**src/rtl/frame_anim_ctl.sv**
```systemverilog
// Frame-driven animation controller: steps a displayed register value and a
// ping-pong zoom level at programmable frame rates, with run/pause, direction and load.
module frame_anim_ctl #(
   parameter int                DATA_W   = 16,
   parameter logic [DATA_W-1:0] INIT     = DATA_W'(16'h0019),
   parameter int                STEP     = 1,
   parameter int                REG_DIV  = 16,
   parameter int                ZOOM_W   = 3,
   parameter int                ZOOM_MIN = 0,
   parameter int                ZOOM_MAX = 4,
   parameter int                ZOOM_DIV = 128
) (
   input  logic              px_clk,
   input  logic              rst,
   input  logic              endframe,
   input  logic              run,
   input  logic              dir,
   input  logic              load,
   input  logic [DATA_W-1:0] load_val,
   output logic [DATA_W-1:0] register,
   output logic [ZOOM_W-1:0] zoom,
   output logic              zoom_up,
   output logic              tick,
   output logic              led
);

   localparam int RC_W = (REG_DIV > 1) ? $clog2(REG_DIV) : 1;
   localparam int ZC_W = (ZOOM_DIV > 1) ? $clog2(ZOOM_DIV) : 1;

   localparam logic [RC_W-1:0]   REG_LAST = RC_W'(REG_DIV - 1);
   localparam logic [ZC_W-1:0]   ZM_LAST  = ZC_W'(ZOOM_DIV - 1);
   localparam logic [DATA_W-1:0] STEP_V   = DATA_W'(STEP);
   localparam logic [ZOOM_W-1:0] ZMIN     = ZOOM_W'(ZOOM_MIN);
   localparam logic [ZOOM_W-1:0] ZMAX     = ZOOM_W'(ZOOM_MAX);
   localparam logic [ZOOM_W-1:0] ZMIN_UP  = ZOOM_W'(ZOOM_MIN + 1);
   localparam logic [ZOOM_W-1:0] ZMAX_DN  = ZOOM_W'((ZOOM_MAX > 0) ? ZOOM_MAX - 1 : 0);
   localparam bit                PINGPONG = (ZOOM_MAX != ZOOM_MIN);

   logic              r_endframe_q;
   logic [RC_W-1:0]   r_reg_cnt;
   logic [ZC_W-1:0]   r_zm_cnt;
   logic              w_fe;
   logic              w_adv;

   assign w_fe  = endframe & ~r_endframe_q;
   assign w_adv = w_fe & run;

   // Edge detector and register path. The delayed endframe is forced high in
   // reset so a level already present at reset release is not seen as an edge.
   // NOTE: all state here uses non-blocking assignments so every branch reads
   // the pre-edge values regardless of statement order.
   always_ff @(posedge px_clk) begin
      r_endframe_q <= endframe;
      if (rst) begin
         r_endframe_q <= 1'b1;
         register     <= INIT;
         r_reg_cnt    <= '0;
         tick         <= 1'b0;
      end else if (load) begin
         register  <= load_val;
         r_reg_cnt <= '0;
         tick      <= 1'b0;
      end else if (w_adv) begin
         if (r_reg_cnt == REG_LAST) begin
            r_reg_cnt <= '0;
            register  <= dir ? (register - STEP_V) : (register + STEP_V);
            tick      <= 1'b1;
         end else begin
            r_reg_cnt <= r_reg_cnt + 1'b1;
            tick      <= 1'b0;
         end
      end else begin
         tick <= 1'b0;
      end
   end

   // Zoom ping-pong: endpoints are visited once per sweep, and a degenerate
   // range keeps the level fixed while the heartbeat still toggles.
   always_ff @(posedge px_clk) begin
      if (rst) begin
         zoom     <= ZMIN;
         zoom_up  <= 1'b1;
         led      <= 1'b0;
         r_zm_cnt <= '0;
      end else if (w_adv) begin
         if (r_zm_cnt == ZM_LAST) begin
            r_zm_cnt <= '0;
            led      <= ~led;
            if (PINGPONG) begin
               if (zoom_up) begin
                  if (zoom == ZMAX) begin
                     zoom_up <= 1'b0;
                     zoom    <= ZMAX_DN;
                  end else begin
                     zoom <= zoom + 1'b1;
                  end
               end else begin
                  if (zoom == ZMIN) begin
                     zoom_up <= 1'b1;
                     zoom    <= ZMIN_UP;
                  end else begin
                     zoom <= zoom - 1'b1;
                  end
               end
            end
         end else begin
            r_zm_cnt <= r_zm_cnt + 1'b1;
         end
      end
   end

endmodule

```
**config.mk**
```make
export PLATFORM = sky130hd
export DESIGN_NAME = frame_anim_ctl
export DESIGN_NICKNAME = d
export VERILOG_FILES = /design/src/rtl/frame_anim_ctl.sv
export SDC_FILE = /design/constraint.sdc
export NUM_CORES = 1
export LEC_CHECK = 0
export ABC_AREA = 0
export CAP_MARGIN = 15
export CORE_UTILIZATION = 60
export CTS_CLUSTER_SIZE = 8
export DETAILED_ROUTE_END_ITERATION = 10
export DONT_BUFFER_PORTS = 1
export PLACE_DENSITY = 0.87
export SYNTH_ARGS = -nofsm -noshare
export SYNTH_HDL_FRONTEND = slang
export SYNTH_SLANG_ARGS = --single-unit
```
**constraint.sdc**
```tcl
create_clock -name px_clk -period 4.19 [get_ports px_clk]
set_input_delay 0.6285 -clock px_clk [delete_from_list [all_inputs] [get_ports px_clk]]
set_output_delay 0.6285 -clock px_clk [all_outputs]
set_load 0.02 [all_outputs]
```
==> metrics.csv <==
metric,value,unit
die area,4120,sq um
vias in the first global route,1799,
final worst-path cycle share,57.2,%
initial cell density of the core,62.9,%
Worst Slack Setup Final,1.79,ns
pin count of the biggest net entering global routing,31,
DR pass1 iterations,4,
Peak VDD IR,0.242,mV
Max Root-Sink Buffers,2,
# nets final,333,
"Slowest-stage cell, CP",fa_1,
Avg WL per Cell,15.5,um
clock share of power,43.0,%
Seq. cell area,681,sq um
Seq cells post-synth,34,
# diodes,0,
setup_tns,0,ns
vias per cell,6.12,
Die Ht,64.2,um
GR Util met2,42.6,%
Final HPWL DP,3680,um
worst path cell trace,fa_1 -> a211oi_2 -> o211ai_1 -> a41o_1 -> a2111oi_0 -> a31oi_1 -> o22ai_1,
Setup Viol. Count Final,0,
DR vias,2070,
"Distinct cells, synth",45,
Cells after Synth,293,
"Max FO, Critical Path",4,
post_cts resized,0,
# rows,22,
Worst setup EP type,flop,
"Core Util, Final",67.0,%
DIE WIDTH,64.2,um
most frequent cells in the layout,"36 x nand2_1, 34 x dfxtp_1, 30 x nor2_1",
DP Worst Slack,1.66,ns
initial DRC count,106,
Worst Setup Start Kind,flop,
post-placement cell area,2330,sq um
# DRC,0,
cell area after synthesis,2320,sq um
hold_buf cts,0,
relative slew slack,45.3,%
crit path time final,2.40,ns
Setup Buffers After CTS,0,
fin area,2470,sq um
Yosys top cell by area,dfxtp_1,
sequential share of the synthesized area,29.3,%
root buf cell,clkbuf_8,
MaxCap Viol Count,0,
"Arr. time, crit path",2.62,ns
combinational power share,15.7,%
Reg power frac,41.4,%
Clock Skews,0.00973,ns
"Avg Cell Area, Syn",7.92,sq um
io pins,44,
total number of H-tree levels,2,
"Area growth, synth to finish",6.53,%
GPL Wtd Cong,0.961,
WS Path Type,flop to flop,
GR Layer Usage met1,35.0,%
gr usage total,26.9,%
gr busiest metal,met2,
Routed Antenna Nets,0,
Yosys Warn Count,0,
Worst R2R Setup Slack,1.79,ns
Net Sw Power,0.230,mW
Post-Syn Nets,337,
first-pass GRT wire length,8490,um
outcome,"finished, final reports clean",
achievable frequency,0.417,GHz
Int Pwr,0.631,mW
power per cell area,348,nW/um^2
FILL cells,338,
total gr overflow,0,
"commonest non-fill, non-tap cell in the layout",nand2_1,
multi-input combinational cell area,1540,sq um
CP peak stage delay,0.50,ns
area share of the largest cell type after synthesis,29.3,%
unrepaired setup endpoints after global routing,false,
switching share of power,26.7,%
Top Family by Delay on Critical Path,compound AO/OA/AOI/OAI gates,
Routed WL,5240,um
I/O Buffers,0,
layout cells sized above 1,5.17,%
P_leak,0.991,nW
Worst Path Buf+Inv,0,
Max Slew Vio Count,0,
TritonCTS clock tree,done,
Area contributors post-synth,"dfxtp_1 29%, ha_1 11%, a21oi_1 6.3%, nand2_1 5.8%, nor2_1 4.9%",
Worst EP required,4.41,ns
"Hold Vio Cnt, Final",0,
initial antenna violation count,0,
met3 Usage GRT,7.14,%
TritonCTS Buffers,5,
"CTS clk-pin slew, worst paths",0.08,ns
worst skew pair latency,0.30,ns
min-delay worst type,input port to flop,
number of clock sinks,34,
Worst-Margin Slew,0.814,ns
total core area,3690,sq um
-- through the flow --
step	hold slack [ns]	total power, mW	instances
floorplan	0.454	0.475	293
global placement	0.456	0.491	330
detailed placement	0.484	0.495	330
CTS	0.391	0.863	338
global route	0.389	0.896	338
finish	0.394	0.860	338
-- worst reg2reg max path: stages, from the launching register on --
cell	delay, ns
dfxtp_1	0.42
fa_1	0.50
a211oi_2	0.27
o211ai_1	0.15
a41o_1	0.31
a2111oi_0	0.45
a31oi_1	0.08
o22ai_1	0.15
-- cell families (layout without fill, tap and decap cells) --
logic type	Yosys count	count (layout)	synth area share, %
AOI/OAI and AO/OA	80	80	22.0
xor gates and xnor gates	19	19	7.17
adders and majority gates	22	22	12.2
buffers and inverters	23	20	4.10
DFF	34	34	29.3
muxes	5	5	2.16
and+or+nand+nor	110	110	23.1
-- final timing paths --
kind,from,to,cells past startpoint
hold reg to reg,r_zm_cnt[1],r_zm_cnt[1],2
hold / removal,rst,register[14],1
setup / recovery,register[0],register[12],7
setup reg to reg,register[0],register[12],7
-- synthesized netlist by cell type, drive strengths merged --
| master | count |
|---|---|
| a31oi | 3 |
| ha | 21 |
| a311oi | 1 |
| a311o | 1 |
| or3 | 1 |
| nand3b | 3 |
| or4b | 1 |
| o211ai | 10 |
| clkbuf | 10 |
| o31a | 1 |
| a21o | 3 |
| dfxtp | 34 |
| and4 | 3 |
| a2111oi | 2 |
| nor2b | 2 |
| o311ai | 1 |
| nand2 | 36 |
| and2 | 1 |
| o311a | 1 |
| nand3 | 10 |
| fa | 1 |
| or2 | 4 |
| mux2i | 5 |
| nor2 | 30 |
| nor3 | 10 |
| a211oi | 7 |
| nor4 | 1 |
| o21ai | 13 |
| a221oi | 3 |
| xor2 | 8 |
| inv | 11 |
| and3 | 4 |
| nand4b | 1 |
| o22ai | 4 |
| a21oi | 29 |
| a41o | 1 |
| nand4 | 1 |
| buf | 2 |
| nand2b | 1 |
| nor3b | 1 |
| xnor2 | 11 |
-- registers in the layout, summed over array words and instances (netlist names), named ones only --
register      cells
zoom              3
r_zm_cnt          7
register         16
tick              1
r_reg_cnt         4
r_endframe_q      1
led               1
-- final cells by class --
type | count | area share (%)
Multi-Input combinational cell | 236 | 62.5
Clock buffer | 5 | 2.78
Sequential cell | 34 | 27.5
Inverter | 11 | 1.67
Timing Repair Buffer | 1 | 0.304
Tap cell | 48 | 2.43
Clock inverter | 3 | 2.78
-- power by group through the flow --
stage | clock network (mW) | registers (mW) | logic (mW)
6_report | 0.370 | 0.356 | 0.135
2_1_floorplan | 0 | 0.360 | 0.115
3_5_place_dp | 0 | 0.363 | 0.131
5_1_grt | 0.388 | 0.357 | 0.150
3_3_place_gp | 0 | 0.363 | 0.129
4_1_cts | 0.375 | 0.356 | 0.133
-- metal layers --
layer | wire [um] | up-vias
li1 | - | 1057
met3 | 429 | 10
met4 | 96 | 0
met1 | 2470 | 924
met2 | 2240 | 79
met5 | 0 | -
(Power assumes the default switching activity.)
